`src/rtl/smg_display_ctrl_pkg.sv`:
```
// Shared constants and types for the six-digit seven-segment display controller.
// Segment codes are active-low {dp,g,f,e,d,c,b,a} for a common-anode display.
package smg_display_ctrl_pkg;

    localparam logic [7:0] SEG_0     = 8'hC0;
    localparam logic [7:0] SEG_1     = 8'hF9;
    localparam logic [7:0] SEG_2     = 8'hA4;
    localparam logic [7:0] SEG_3     = 8'hB0;
    localparam logic [7:0] SEG_4     = 8'h99;
    localparam logic [7:0] SEG_5     = 8'h92;
    localparam logic [7:0] SEG_6     = 8'h82;
    localparam logic [7:0] SEG_7     = 8'hF8;
    localparam logic [7:0] SEG_8     = 8'h80;
    localparam logic [7:0] SEG_9     = 8'h90;
    localparam logic [7:0] SEG_A     = 8'h88;
    localparam logic [7:0] SEG_B     = 8'h83;
    localparam logic [7:0] SEG_C     = 8'hC6;
    localparam logic [7:0] SEG_D     = 8'hA1;
    localparam logic [7:0] SEG_E     = 8'h86;
    localparam logic [7:0] SEG_F     = 8'h8E;
    localparam logic [7:0] SEG_BLANK = 8'hFF;

    localparam logic [5:0] SCAN_D0  = 6'b011_111;
    localparam logic [5:0] SCAN_OFF = 6'b111_111;

    localparam logic [15:0] T1MS_DEFAULT     = 16'd49999;
    localparam logic [9:0]  BLINK_MS_DEFAULT = 10'd500;
    localparam logic [2:0]  LAST_DIGIT       = 3'd5;

    // One latched display frame; index [23:20] / bit 5 belong to the leftmost digit.
    typedef struct packed {
        logic [23:0] hex;
        logic [5:0]  dp;
        logic [5:0]  blink;
    } frame_t;

endpackage

```
`src/rtl/smg_encode_module.sv`:
```
// Combinational hex-nibble to active-low seven-segment code, with optional decimal point.
module smg_encode_module
    import smg_display_ctrl_pkg::*;
(
    input  logic [3:0] hex,
    input  logic       dp,
    output logic [7:0] seg
);

    logic [7:0] code;

    always_comb begin
        code = SEG_BLANK;
        unique case (hex)
            4'h0: code = SEG_0;
            4'h1: code = SEG_1;
            4'h2: code = SEG_2;
            4'h3: code = SEG_3;
            4'h4: code = SEG_4;
            4'h5: code = SEG_5;
            4'h6: code = SEG_6;
            4'h7: code = SEG_7;
            4'h8: code = SEG_8;
            4'h9: code = SEG_9;
            4'hA: code = SEG_A;
            4'hB: code = SEG_B;
            4'hC: code = SEG_C;
            4'hD: code = SEG_D;
            4'hE: code = SEG_E;
            4'hF: code = SEG_F;
        endcase
    end

    // Decimal point is active-low on bit 7.
    assign seg = dp ? (code & 8'h7F) : code;

endmodule

```
`src/rtl/smg_display_ctrl.sv`:
```
// Two-requester arbiter and 1 ms-per-digit scanner for a six-digit common-anode display.
// Frames are swapped only at frame boundaries so a scan never mixes two requesters' data.
module smg_display_ctrl
    import smg_display_ctrl_pkg::*;
#(
    parameter logic [15:0] T1MS     = T1MS_DEFAULT,
    parameter logic [9:0]  BLINK_MS = BLINK_MS_DEFAULT
) (
    input  logic        CLK,
    input  logic        RST_N,
    input  logic [1:0]  Req,
    input  logic [23:0] Hex_Data0,
    input  logic [23:0] Hex_Data1,
    input  logic [5:0]  Dp_Mask0,
    input  logic [5:0]  Dp_Mask1,
    input  logic [5:0]  Blink_Mask0,
    input  logic [5:0]  Blink_Mask1,
    output logic [1:0]  Gnt,
    output logic        Owner,
    output logic        Valid,
    output logic [5:0]  Scan_Sig,
    output logic [7:0]  Smg_Data
);

    logic [15:0] c1_q;
    logic [2:0]  idx_q;
    logic [9:0]  blink_cnt_q;
    logic        blink_ph_q;
    frame_t      frame_q;
    logic        owner_q;
    logic        valid_q;
    logic        last_q;
    logic [5:0]  scan_q;
    logic [7:0]  smg_q;

    logic        tick;
    logic        frame_end;
    logic [1:0]  gnt;
    logic [3:0]  cur_nib;
    logic        cur_dp;
    logic        cur_blink;
    logic [7:0]  seg_code;
    logic [5:0]  scan_d;
    logic [7:0]  smg_d;

    assign tick      = (c1_q == T1MS);
    assign frame_end = tick && (idx_q == LAST_DIGIT);

    // Round robin: on contention the requester that was not granted last wins.
    always_comb begin
        gnt = 2'b00;
        if (frame_end) begin
            unique case (Req)
                2'b01:   gnt = 2'b01;
                2'b10:   gnt = 2'b10;
                2'b11:   gnt = last_q ? 2'b01 : 2'b10;
                default: gnt = 2'b00;
            endcase
        end
    end

    always_ff @(posedge CLK or negedge RST_N) begin
        if (!RST_N) begin
            c1_q  <= '0;
            idx_q <= '0;
        end else begin
            c1_q <= tick ? 16'd0 : c1_q + 16'd1;
            if (tick) begin
                idx_q <= (idx_q == LAST_DIGIT) ? 3'd0 : idx_q + 3'd1;
            end
        end
    end

    always_ff @(posedge CLK or negedge RST_N) begin
        if (!RST_N) begin
            blink_cnt_q <= '0;
            blink_ph_q  <= 1'b0;
        end else if (tick) begin
            if (blink_cnt_q == BLINK_MS - 10'd1) begin
                blink_cnt_q <= '0;
                blink_ph_q  <= ~blink_ph_q;
            end else begin
                blink_cnt_q <= blink_cnt_q + 10'd1;
            end
        end
    end

    always_ff @(posedge CLK or negedge RST_N) begin
        if (!RST_N) begin
            frame_q <= '0;
            owner_q <= 1'b0;
            valid_q <= 1'b0;
            last_q  <= 1'b1;
        end else if (gnt[0]) begin
            frame_q <= '{hex: Hex_Data0, dp: Dp_Mask0, blink: Blink_Mask0};
            owner_q <= 1'b0;
            last_q  <= 1'b0;
            valid_q <= 1'b1;
        end else if (gnt[1]) begin
            frame_q <= '{hex: Hex_Data1, dp: Dp_Mask1, blink: Blink_Mask1};
            owner_q <= 1'b1;
            last_q  <= 1'b1;
            valid_q <= 1'b1;
        end
    end

    // Digit 0 is the leftmost: top nibble and mask bit 5.
    always_comb begin
        cur_nib   = frame_q.hex[23:20];
        cur_dp    = frame_q.dp[5];
        cur_blink = frame_q.blink[5];
        unique case (idx_q)
            3'd1: begin
                cur_nib   = frame_q.hex[19:16];
                cur_dp    = frame_q.dp[4];
                cur_blink = frame_q.blink[4];
            end
            3'd2: begin
                cur_nib   = frame_q.hex[15:12];
                cur_dp    = frame_q.dp[3];
                cur_blink = frame_q.blink[3];
            end
            3'd3: begin
                cur_nib   = frame_q.hex[11:8];
                cur_dp    = frame_q.dp[2];
                cur_blink = frame_q.blink[2];
            end
            3'd4: begin
                cur_nib   = frame_q.hex[7:4];
                cur_dp    = frame_q.dp[1];
                cur_blink = frame_q.blink[1];
            end
            3'd5: begin
                cur_nib   = frame_q.hex[3:0];
                cur_dp    = frame_q.dp[0];
                cur_blink = frame_q.blink[0];
            end
            default: begin
                cur_nib   = frame_q.hex[23:20];
                cur_dp    = frame_q.dp[5];
                cur_blink = frame_q.blink[5];
            end
        endcase
    end

    smg_encode_module u_encode (
        .hex (cur_nib),
        .dp  (cur_dp),
        .seg (seg_code)
    );

    always_comb begin
        scan_d = ~(~SCAN_D0 >> idx_q);
        smg_d  = seg_code;
        if (!valid_q || (blink_ph_q && cur_blink)) begin
            smg_d = SEG_BLANK;
        end
    end

    // Select and segments are registered together so they always refer to the same digit.
    always_ff @(posedge CLK or negedge RST_N) begin
        if (!RST_N) begin
            scan_q <= SCAN_OFF;
            smg_q  <= SEG_BLANK;
        end else begin
            scan_q <= scan_d;
            smg_q  <= smg_d;
        end
    end

    assign Gnt      = gnt;
    assign Owner    = owner_q;
    assign Valid    = valid_q;
    assign Scan_Sig = scan_q;
    assign Smg_Data = smg_q;

endmodule

```
`config.mk`:
```
export PLATFORM = sky130hd
export DESIGN_NAME = smg_display_ctrl
export DESIGN_NICKNAME = d
export VERILOG_FILES = /design/src/rtl/smg_display_ctrl_pkg.sv /design/src/rtl/smg_encode_module.sv /design/src/rtl/smg_display_ctrl.sv
export SDC_FILE = /design/constraint.sdc
export NUM_CORES = 1
export LEC_CHECK = 0
export ABC_AREA = 1
export BUFFER_PORTS_ARGS = -buffer_cell sky130_fd_sc_hd__buf_2
export CAP_MARGIN = 10
export CORE_MARGIN = 1
export CORE_UTILIZATION = 25
export DETAILED_ROUTE_END_ITERATION = 8
export PLACE_DENSITY = 0.45
export SETUP_SLACK_MARGIN = 0.3
export SLEW_MARGIN = 20
export SYNTH_ARGS = -nofsm -noshare
export SYNTH_HDL_FRONTEND = slang
export SYNTH_SLANG_ARGS = --single-unit
```
`constraint.sdc`:
```
create_clock -name CLK -period 2.6 [get_ports CLK]
set_input_delay 0.39 -clock CLK [delete_from_list [all_inputs] [get_ports CLK]]
set_output_delay 0.39 -clock CLK [all_outputs]
set_load 0.005 [all_outputs]
```
==> results.md, run 1 <==
- CTS Buf Count: 9
- Outcome: finished, final reports clean
- Design Power: 2736 uW
- Core ar.: 18,150 sq um
- Area Growth Syn to Fin: 23.08%
- WS Path Type: reg -> out
- MaxCap Viol Count: 0
- First-pass GRT wire length: 20.80 mm
- Slew Limit Fails: 0
- Xor/xnor share of the synthesized area: 2.818%
- IO buf count: 93
- Worst Path Arrival: 1.81 ns
- Final ANT Viol Nets: 0
- # DRC: 0
- Fin Clk Skew: 0.01010 ns
- Clk sinks: 83
- Yosys Warn Count: 0
- Cell variety after synth: 34
- CTS tree: done
- Top cells by area, synth: dfrtp_1, nand3_1, nand2_1
- Placed Area: 5278 sq um
- H-tree depth: 3
- Netlist area before placement: 4662 sq um
- Clock transition at path regs: 0.06 ns
- Hold depth: 3
- #FFs+latches synth: 83
- Power density over the cells: 476.8 nW/um^2
- RePlAce Congestion: 0.8413
- Sequential fraction of the synthesis area: 44.95%
- # fillers: 1,975
- LEAKAGE: 0.002826 uW
- Slew Limit Headroom: 62.38%
- Worst Hold Class: in -> reg
- Die Y: 138.6 um
- CP Capture Type: output pin
- Setup TNS Final: 0 ns
- Antenna cell count: 0
- Slew @ Worst Pin: 0.5643 ns
- DP HPWL: 9.286 mm
- Row count: 49
- CP peak stage delay: 0.47 ns
- Mux contribution to synthesized area: 0%
- Startpoint types: register
- Global Route Usage Sum: 13.52%
- Chip Width: 138.6 um
- Clock Tree Buf Depth: 2
- # IOs: 94
- Initial antenna violation count: 0
- Initial Utilization: 25.69%
- Vias in the first global route: 4,080
- CTS root buf: clkbuf_16
- Fin. Hold Viols: 0
- Synth Area in Compound Gates: 2.738%
- Main combinational cell family by area after synthesis: simple AND/OR/NAND/NOR gates
- Clk Latency, worst-skew pair: 0.34 ns
- Drt pass-1 iters: 4
- Post-Synth Adder-Cell Area: 2.415%
- Syn nets: 668
- Die area: 19,200 sq um
- Worst Path Required: 2.21 ns
- Part of the cycle the worst path needs: 84.56%
- DR vias: 4,192
- CP max stage cell: dfrtp_2
- RSZ-0062 raised after global routing: yes
- Fin area: 5738 sq um
- Max Freq: 454.8 MHz
- Share of layout cells above drive strength 1: 25.36%
- Cell taking the most area after synthesis: dfrtp_1
- Reg2Reg Depth: 8
- Synth Area in Simple Gates: 38.00%
- Crit path max fanout: 8
- DRT iter0 DRCs: 259
- Avg Cell Area, Syn: 7.997 sq um
- Largest net degree at the start of global routing: 59
- Post-layout minimum cycle time: 2.199 ns
- Final-report setup violation count: 0
- Final WL: 12.39 mm
- Cell count after synthesis: 583
- Vias/cell: 4.581
- Congestion Overflow GR: 0
- DR WL/cell: 13.54 um
- Critical path cell sequence: inv_2 > nand2_1 > nor2_2 > nand4_2 > inv_4 > buf_2
- VDD IR max: 0.2965 mV
- Area fraction of the dominant cell type after synthesis: 36.50%
- NumNets Final: 766
-- layout by cell type (no fill, tap or decap), types with 2 or more instances in the layout --
cell,synthesis,layout
o21ai_0,12,12
nand4_1,21,21
dfstp_2,15,15
nand3b_1,5,5
xor2_1,14,14
nor3_2,1,2
buf_2,5,92
nand2_1,124,122
o21a_1,2,2
nor4_1,4,4
a21oi_1,3,3
inv_1,48,47
ha_1,9,7
dfrtp_1,68,67
a22oi_1,2,2
nor2_1,50,46
nand2_2,2,4
clkbuf_16,0,9
inv_2,6,6
ha_2,0,2
clkbuf_1,5,4
nand3_1,141,141
nor2_4,0,2
nor2_2,4,6
nor3_1,10,9
nand4_2,3,2
bufinv_16,0,2
buf_4,4,20
nand3_2,4,3
-- state kept, by name, summed over array words and instances (netlist names) --
register,count
frame_q,36
c1_q,16
blink_cnt_q,10
Smg_Data,8
Scan_Sig,6
idx_q,3
Owner,1
Valid,1
blink_ph_q,1
last_q,1
-- kinds of logic (layout without fill, tap and decap cells) --
logic type               Yosys count  after routing
adder cells (fa/ha/maj)            9              9
XOR/XNOR                          15             15
AND/OR/NAND/NOR                  373            373
AO/OA/AOI/OAI                     22             22
buffers and inverters             81            184
flip-flops                        83             83
-- routing by layer --
layer	up-vias	GRT usage (%)	part of all wire [%]
li1	2139	-	-
met1	1958	18.40	48
met2	82	21.40	47
met3	13	2.106	3.8
met4	0	5.618	1.7
met5	-	0	0
-- path summary, 6_finish.rpt --
kind / from / slack [ns] / end
worst max register to register: idx_q[1]$_DFFE_PN0N_ / 0.49 / frame_q[28]$_DFFE_PN0P_
max in group asynchronous: RST_N / 1.40 / Smg_Data[6]$_DFF_PN1_
min in group asynchronous: RST_N / 0.52 / Owner$_DFFE_PN0P_
worst min register to register: blink_ph_q$_DFFE_PN0P_ / 0.47 / blink_ph_q$_DFFE_PN0P_
worst min-delay path: Hex_Data0[21] / 0.27 / frame_q[33]$_DFFE_PN0P_
worst max-delay path: idx_q[1]$_DFFE_PN0N_ / 0.40 / Gnt[1]
-- layout make-up --
| class | instances | area (sq um) | share of cell area [%] |
|---|---|---|---|
| sequential | 83 | 2097 | 36.55 |
| timing repair buffer | 114 | 640.6 | 11.16 |
| inverter | 54 | 205.2 | 3.576 |
| clock buffer | 14 | 254.0 | 4.427 |
| tap | 229 | 286.5 | 4.993 |
| clock inverter | 2 | 60.06 | 1.047 |
| multi-input combinational | 419 | 2195 | 38.25 |
-- power by group --
group	leakage [uW]	switching [uW]	internal, uW
registers	0.00109	0	1290
clock network	0.000151	485	869
logic	0.00158	44.1	44.4
total	0.00283	529	2210
-- worst max-delay path, delay by kind of cell, from the launching register on --
| kind | cells | cell delay, ns |
|---|---|---|
| simple gates | 3 | 0.59 |
| buf+inv | 3 | 0.40 |
| flops | 1 | 0.47 |
-- per-stage QoR --
step / setup slack [ns] / std cells / utilization, % / hold WS, ns
6_report: 0.4014 / 915 / 31.62 / 0.2679
5_1_grt: 0.2833 / 915 / 31.62 / 0.2693
4_1_cts: 0.2720 / 907 / 31.06 / 0.2562
3_5_place_dp: 0.1781 / 886 / 29.08 / 0.3534
3_3_place_gp: 0.3000 / 886 / 29.08 / 0.3514
2_1_floorplan: 0.3868 / 583 / - / 0.09441
-- repair_timing --
action                                  CTS  global route
pin swaps                                 1             3
buffers inserted                          4             8
gates resized for setup                   2            13
hold buffers                              1             0
hold endpoints to repair                 29             0
endpoints found under the setup margin    9            25
-- synth_stat cells --
master / n
o31ai_1: 1
nor3_2: 1
nor2_2: 4
nand2_1: 124
inv_2: 6
dfrtp_1: 68
buf_4: 4
nand2_2: 2
buf_2: 5
clkbuf_1: 5
buf_6: 13
xor2_1: 14
o21ai_0: 12
nor4_1: 4
a21boi_0: 1
a22oi_1: 2
nor2_1: 50
nor3b_1: 1
nand4_2: 3
or2_4: 1
dfstp_2: 15
inv_1: 48
nand2_4: 1
a21oi_1: 3
nor3_1: 10
nand3b_1: 5
o21a_1: 2
nand4_1: 21
ha_1: 9
o211ai_1: 1
xnor2_1: 1
nand3_1: 141
nor3_4: 1
nand3_2: 4
(Power assumes the default switching activity.)
==> run 2, diff against run 1 <==
==> constraint.sdc (replaced) <==
create_clock -name CLK -period 2.2 [get_ports CLK]
set_input_delay 0.33 -clock CLK [delete_from_list [all_inputs] [get_ports CLK]]
set_output_delay 0.33 -clock CLK [all_outputs]
set_load 0.005 [all_outputs]
==> run 2 against run 1 <==
- the run now ends with design-rule violations left
- first-iteration DRC count is 31% higher
- sequential power is 19% higher
- critical path depth is 1 higher
- register-to-register slack worse by 0.28 ns
- final cell count is 4.5% higher
- non-clock buffer count is 41 higher
- worst setup slack worse by 0.23 ns
- worst hold slack worse by 0.073 ns
- combinational power is 41% higher
- sequential cell count stayed put
- via count is 7.5% higher
- critical endpoint is now Gnt[0]
- largest cell class unchanged
- largest power group unchanged
==> results.md, run 2 (synthesis results as in run 1) <==
- Final ANT Viol Nets: 0 (unchanged)
- Fin Clk Skew: 0.008670 ns (was 0.01010 ns)
- Max Freq: 492.5 MHz
- CTS root buf: clkbuf_16 (unchanged)
- Setup TNS Final: 0 ns (unchanged)
- Post-layout minimum cycle time: 2.030 ns
- Part of the cycle the worst path needs: 92.29%
- Die area: 19,200 sq um (unchanged)
- Antenna cell count: 0 (unchanged)
- Global Route Usage Sum: 15.66% (was 13.52%)
- Outcome: finished, violations left (was finished, final reports clean)
- First-pass GRT wire length: 23.47 mm (was 20.80 mm)
- Initial antenna violation count: 0 (unchanged)
- CP Capture Type: output pin (unchanged)
- Largest regs: frame_q: 36 flops, c1_q: 16 flops, blink_cnt_q: 10 flops (unchanged)
- Clock transition at path regs: 0.06 ns (about the same)
- WS Path Type: reg -> out (unchanged)
- Power density over the cells: 460.4 nW/um^2 (was 476.8 nW/um^2)
- Failing checks: design-rule violations
- LEAKAGE: 0.003498 uW (was 0.002826 uW)
- DR vias: 4,505 (was 4,192)
- Congestion Overflow GR: 0 (unchanged)
- MaxCap Viol Count: 0 (unchanged)
- Hold_ws: 0.1953 ns (was 0.2679 ns)
- # DRC: 4 (was 0)
- Design Power: 3348 uW (was 2736 uW)
- Worst Hold Class: in -> reg (unchanged)
- Clk sinks: 83 (unchanged)
- Pre-CTS setup slack: 0.1089 ns (was 0.1781 ns)
- Final setup margin: 0.1696 ns (was 0.4014 ns)
- CTS Buf Count: 9 (unchanged)
- Core ar.: 18,150 sq um (unchanged)
- IO buf count: 93 (unchanged)
- Clk Latency, worst-skew pair: 0.35 ns (was 0.34 ns)
- Worst Path Arrival: 1.70 ns (was 1.81 ns)
- Worst Path Required: 1.87 ns (was 2.21 ns)
- DR WL/cell: 16.25 um (was 13.54 um)
- Max reg flops: 36 (unchanged)
- Slew Limit Fails: 0 (unchanged)
- DRT iter0 DRCs: 338 (was 259)
- Clock Tree Buf Depth: 2 (unchanged)
- Area Growth Syn to Fin: 55.98% (was 23.08%)
- Final WL: 15.54 mm (was 12.39 mm)
- Most flops, register: frame_q (unchanged)
- Multi-input logic area: 3052 sq um (was 2195 sq um)
- Fin. Hold Viols: 0 (unchanged)
- Row count: 49 (unchanged)
- Leading cell types in the layout, fill and taps excluded: nand2_1, buf_2, nand3_2 (was nand3_1, nand2_1, buf_2)
- VDD IR max: 0.3121 mV (was 0.2965 mV)
- Commonest non-fill, non-tap cell in the layout: nand2_1 (was nand3_1)
- Drt pass-1 iters: 6 (was 4)
- CTS tree: done (unchanged)
- Vias/cell: 4.712 (was 4.581)
- # fillers: 1,833 (was 1,975)
- Initial Utilization: 25.69% (unchanged)
- RSZ-0062 raised after global routing: yes (unchanged)
- RePlAce Congestion: 0.8854 (was 0.8413)
- Share of layout cells above drive strength 1: 47.46% (was 25.36%)
- Register Area: 2101 sq um (was 2097 sq um)
- Slew @ Worst Pin: 0.4198 ns (was 0.5643 ns)
- Largest net degree at the start of global routing: 38 (was 59)
- Crit path max fanout: 4 (was 8)
- Slew Limit Headroom: 72.02% (was 62.38%)
- Startpoint types: register (unchanged)
- Die Y: 138.6 um (unchanged)
- NumNets Final: 807 (was 766)
- # IOs: 94 (unchanged)
- Chip Width: 138.6 um (unchanged)
- DP HPWL: 10.16 mm (was 9.286 mm)
- Vias in the first global route: 4,524 (was 4,080)
- H-tree depth: 3 (unchanged)
- Final-report setup violation count: 0 (unchanged)
==> run 2: cell count changes in the layout (fill, tap and decap cells not counted), moves of 5 or more <==
cell / previous run / this run
nand3_1: 141 / 41
nand3_2: 3 / 73
nand3_4: 1 / 31
buf_4: 20 / 33
buf_6: 0 / 11
clkbuf_16: 9 / 17
inv_1: 47 / 40
buf_12: 1 / 7
ha_4: 0 / 6
ha_1: 7 / 2
nand2_1: 122 / 117
nor2_1: 46 / 41
==> run 2: cell type report <==
class,count,area share [%]
Multi-Input combinational cell,419,41.96
Sequential cell,83,28.89
Inverter,54,3.011
Tap cell,229,3.940
Clock buffer,12,3.527
Timing Repair Buffer,155,17.67
Clock inverter,4,0.9979
==> run 2: worst max-delay path, stage by stage, from the launching register on <==
cell and delay [ns]:
dfrtp_2 0.45, inv_4 0.06, nand4_1 0.14, nor3_4 0.27
buf_6 0.13, nand4_4 0.12, inv_4 0.10, buf_6 0.09
==> run 2: power by group <==
group / total, uW / leakage, uW / internal (uW) / switching [uW]
sequential: 1530 / 0.00109 / 1530 / 0
combinational: 125 / 0.00225 / 54.5 / 70.8
clock: 1700 / 0.000159 / 1060 / 640
==> run 2: timing repair <==
item,4_1_cts,5_1_grt
hold buffers,1,0
cloned,2,9
pin swaps,14,68
buffers inserted,20,15
hold endpoints to repair,26,0
endpoints found under the setup margin,50,57
resized for setup,36,161
==> run 2: stage by stage <==
| stage | cell area (sq um) | std cells | utilization, % |
|---|---|---|---|
| 2_1_floorplan | 4737 | 583 | - |
| 3_3_place_gp | 5426 | 893 | 29.90 |
| 3_5_place_dp | 5426 | 893 | 29.90 |
| 4_1_cts | 6133 | 932 | 33.80 |
| 5_1_grt | 7272 | 956 | 40.07 |
| 6_report | 7272 | 956 | 40.07 |
==> run 2: worst paths after layout <==
path                                              from  depth (start not counted)  slack, ns                       to
worst min register to register  blink_ph_q$_DFFE_PN0P_                          1       0.47   blink_ph_q$_DFFE_PN0P_
worst max register to register    idx_q[2]$_DFFE_PN0N_                         13       0.21    Smg_Data[3]$_DFF_PN1_
worst max-delay path                 c1_q[7]$_DFF_PN0_                          7       0.17                   Gnt[0]
min in group asynchronous                        RST_N                          2       0.45        c1_q[5]$_DFF_PN0_
max in group asynchronous                        RST_N                          3       1.07    Smg_Data[2]$_DFF_PN1_
worst min-delay path                      Hex_Data0[5]                          3       0.20  frame_q[17]$_DFFE_PN0P_
==> run 2: routing by layer <==
metal  up-vias  share of wire [%]  track usage [%]
li1       2224                  -                -
met4         0                2.4            6.978
met1      2174                 47            21.67
met5         -                  0                0
met3        20                3.5            2.210
met2        87                 47            24.29
==> run 3, diff against run 2 <==
--- a/config.mk
+++ b/config.mk
@@ -7,7 +7,8 @@
 export LEC_CHECK = 0
 export ABC_AREA = 1
 export BUFFER_PORTS_ARGS = -buffer_cell sky130_fd_sc_hd__buf_2
-export CAP_MARGIN = 10
+export CAP_MARGIN = 5
+export CORE_ASPECT_RATIO = 1.1
 export CORE_MARGIN = 1
 export CORE_UTILIZATION = 25
 export DETAILED_ROUTE_END_ITERATION = 8
==> run 3 against run 2 <==
- the run now ends clean
- final cell count increased by 0.52%
- global-route usage decreased by 1.6 points
- worst setup slack improved by 0.017 ns
- clock-buffer cell count decreased by 2
- die area about the same
- clock power decreased by 15%
- register-to-register slack improved by 0.04 ns
- first-iteration DRC count decreased by 35%
- clock skew increased by 0.00074 ns
- cell area decreased by 12%
- maximum frequency increased by 0.86%
- largest cell class unchanged
- critical path depth decreased by 2
- highest routed layer unchanged
==> results.md, run 3 (synthesis results as in run 1) <==
- Outcome: finished, final reports clean (was finished, violations left)
- Die area: 19,200 sq um (about the same)
- Worst r2r src: c1_q[1]$_DFF_PN0_ (was idx_q[2]$_DFFE_PN0N_)
- Part of the cycle the worst path needs: 91.50% (was 92.29%)
- RePlAce Congestion: 0.9003 (was 0.8854)
- Global Route Usage Sum: 14.08% (was 15.66%)
- Row count: 52 (was 49)
- # IOs: 94 (unchanged)
- Leading cell types in the layout, fill and taps excluded: nand3_1, nand2_1, buf_2 (was nand2_1, buf_2, nand3_2)
- DR WL/cell: 14.41 um (was 16.25 um)
- Area Growth Syn to Fin: 37.14% (was 55.98%)
- CP max stage cell: dfrtp_2 (unchanged)
- Utilization after layout: 34.85% (was 40.07%)
- LEAKAGE: 0.003090 uW (was 0.003498 uW)
- DP HPWL: 9.719 mm (was 10.16 mm)
- Clk sinks: 83 (unchanged)
- Die Y: 145.2 um (was 138.6 um)
- RSZ-0062 raised after global routing: yes (unchanged)
- Setup TNS Final: 0 ns (unchanged)
- Worst Hold Class: in -> reg (unchanged)
- Initial antenna violation count: 0 (unchanged)
- Largest regs: frame_q: 36 flops, c1_q: 16 flops, blink_cnt_q: 10 flops (unchanged)
- Logic pwr share: 3.5% (was 3.7%)
- Final WL: 13.85 mm (was 15.54 mm)
- Clk Latency, worst-skew pair: 0.35 ns (about the same)
- Min-delay src: Blink_Mask0[1] (was Hex_Data0[5])
- Commonest non-fill, non-tap cell in the layout: nand3_1 (was nand2_1)
- Max reg flops: 36 (unchanged)
- Final ANT Viol Nets: 0 (unchanged)
- VDD IR max: 0.3220 mV (was 0.3121 mV)
- CTS tree: done (unchanged)
- Clock transition at path regs: 0.07 ns (was 0.06 ns)
- Post-layout minimum cycle time: 2.013 ns (was 2.030 ns)
- DRT iter0 DRCs: 220 (was 338)
- Antenna cell count: 0 (unchanged)
- Startpoint types: register (unchanged)
- Initial Utilization: 25.41% (was 25.69%)
- MaxCap Viol Count: 0 (unchanged)
- CTS root buf: clkbuf_16 (unchanged)
- Clock power frac: 47.0% (was 50.6%)
- Critical path cell sequence: or2_4 > nor3_4 > nand4_4 > inv_4 > buf_6 (was inv_4 > nand4_1 > nor3_4 > buf_6 > nand4_4 > inv_4 > buf_6)
- Slew Limit Headroom: 66.85% (was 72.02%)
- Power density over the cells: 483.3 nW/um^2 (was 460.4 nW/um^2)
- Slew Limit Fails: 0 (unchanged)
- Worst Path Required: 1.87 ns (about the same)
- Switching power total: 703.2 uW (was 710.7 uW)
- Clock Tree Buf Depth: 2 (unchanged)
- Fin. Hold Viols: 0 (unchanged)
- Share of layout cells above drive strength 1: 35.10% (was 47.46%)
- NumNets Final: 798 (was 807)
- First-pass GRT wire length: 21.59 mm (was 23.47 mm)
- Worst Path Buf+Inv: 2 (was 4)
- Congestion Overflow GR: 0 (unchanged)
- WS Path Type: reg -> out (unchanged)
- Reg power frac: 49.4% (was 45.6%)
- Drt pass-1 iters: 5 (was 6)
- Vias in the first global route: 4,376 (was 4,524)
- Largest net degree at the start of global routing: 58 (was 38)
- CP Capture Type: output pin (unchanged)
- Core ar.: 18,350 sq um (was 18,150 sq um)
- Final-report setup violation count: 0 (unchanged)
- Crit path max fanout: 5 (was 4)
- IO buf count: 93 (unchanged)
- Max Freq: 496.7 MHz (was 492.5 MHz)
- CP peak stage delay: 0.44 ns (was 0.45 ns)
- H-tree depth: 3 (unchanged)
- Chip Width: 132.2 um (was 138.6 um)
- Switch share: 22.76% (was 21.23%)
- Fin Clk Skew: 0.009409 ns (was 0.008670 ns)
- Slew @ Worst Pin: 0.4973 ns (was 0.4198 ns)
- Design Power: 3090 uW (was 3348 uW)
- CTS Buf Count: 9 (unchanged)
- Worst Path Arrival: 1.68 ns (was 1.70 ns)
- Most flops, register: frame_q (unchanged)
- DR vias: 4,426 (was 4,505)
- CP delay by family, top: simple AND/OR/NAND/NOR gates (unchanged)
- Reg2reg setup slack: 0.25 ns (was 0.21 ns)
- Internal Power: 2387 uW (was 2637 uW)
- # DRC: 0 (was 4)
- Vias/cell: 4.606 (was 4.712)
- CP startpoint: c1_q[12]$_DFF_PN0_ (was c1_q[7]$_DFF_PN0_)
run 3: cell types whose count changed in the layout (fill, tap and decap cells not counted), moves of 3 or more:
cell	previous run	this run
nand3_1	41	129
nand3_2	73	13
nand3_4	31	3
clkbuf_16	17	11
o21ai_0	11	5
o21ai_1	0	5
buf_12	7	4
clkinv_4	0	3
nand2_1	117	114
run 3: path summary, 6_finish.rpt:
| path | end | cells past startpoint |
|---|---|---|
| worst min register to register | blink_ph_q$_DFFE_PN0P_ | 1 |
| worst max-delay path | Gnt[1] | 5 |
| worst max register to register | blink_cnt_q[9]$_DFFE_PN0N_ | 13 |
| worst min-delay path | frame_q[1]$_DFFE_PN0P_ | 3 |
| max in group asynchronous | Scan_Sig[4]$_DFF_PN1_ | 3 |
| min in group asynchronous | c1_q[5]$_DFF_PN0_ | 2 |
run 3: layer usage:
metal	GRT usage, %	up-vias	share of wire (%)
li1	-	2205	-
met1	18.33	2081	46
met2	23.23	121	49
met3	2.551	19	3.8
met4	5.115	0	1.5
met5	0	-	0
run 3: cell type report:
type	count	area, sq um
fillers	1921	11950
clock buffers	10	239.0
inverters	54	215.2
flip-flops and latches	83	2101
clock inverters	6	50.05
well taps	243	304.0
multi-input cells	419	2442
repair buffers	146	1042
run 3: through the flow:
| stage | instances | hold WS, ns | cell area [sq um] | setup slack [ns] |
|---|---|---|---|---|
| finish | 961 | 0.2047 | 6394 | 0.1869 |
| global route | 961 | 0.2052 | 6394 | 0.09813 |
| CTS | 945 | 0.1910 | 5953 | 0.1456 |
| detailed placement | 911 | 0.3430 | 5474 | 0.2150 |
| global placement | 911 | 0.3404 | 5474 | 0.2299 |
| floorplan | 583 | 0.03441 | 4737 | 0.2495 |
run 3: what timing repair did:
item                                    CTS  global route
resized for setup                        13            77
hold buffers                              1             0
pin swaps                                 9            27
endpoints found under the setup margin    8            62
hold endpoints to repair                 29             0
setup buffers                            17            11
cloned                                    0             5
run 3: worst reg2reg max path, stage by stage (launching register included):
cell and delay (ns):
dfrtp_1 0.37, ha_2 0.20, nand2_2 0.06, inv_2 0.06
nand2_2 0.06, buf_4 0.13, buf_4 0.12, buf_4 0.13
nor4_4 0.14, nand2_2 0.15, buf_4 0.18, buf_6 0.11
nand2_1 0.04, o21ai_0 0.07
run 3: power by group through the flow:
stage | Clock (uW) | Sequential (uW) | Combinational, uW
floorplan | 0 | 1560 | 2.51
global placement | 0 | 1550 | 108
detailed placement | 0 | 1550 | 111
CTS | 1510 | 1530 | 113
global route | 1580 | 1530 | 125
finish | 1450 | 1530 | 109
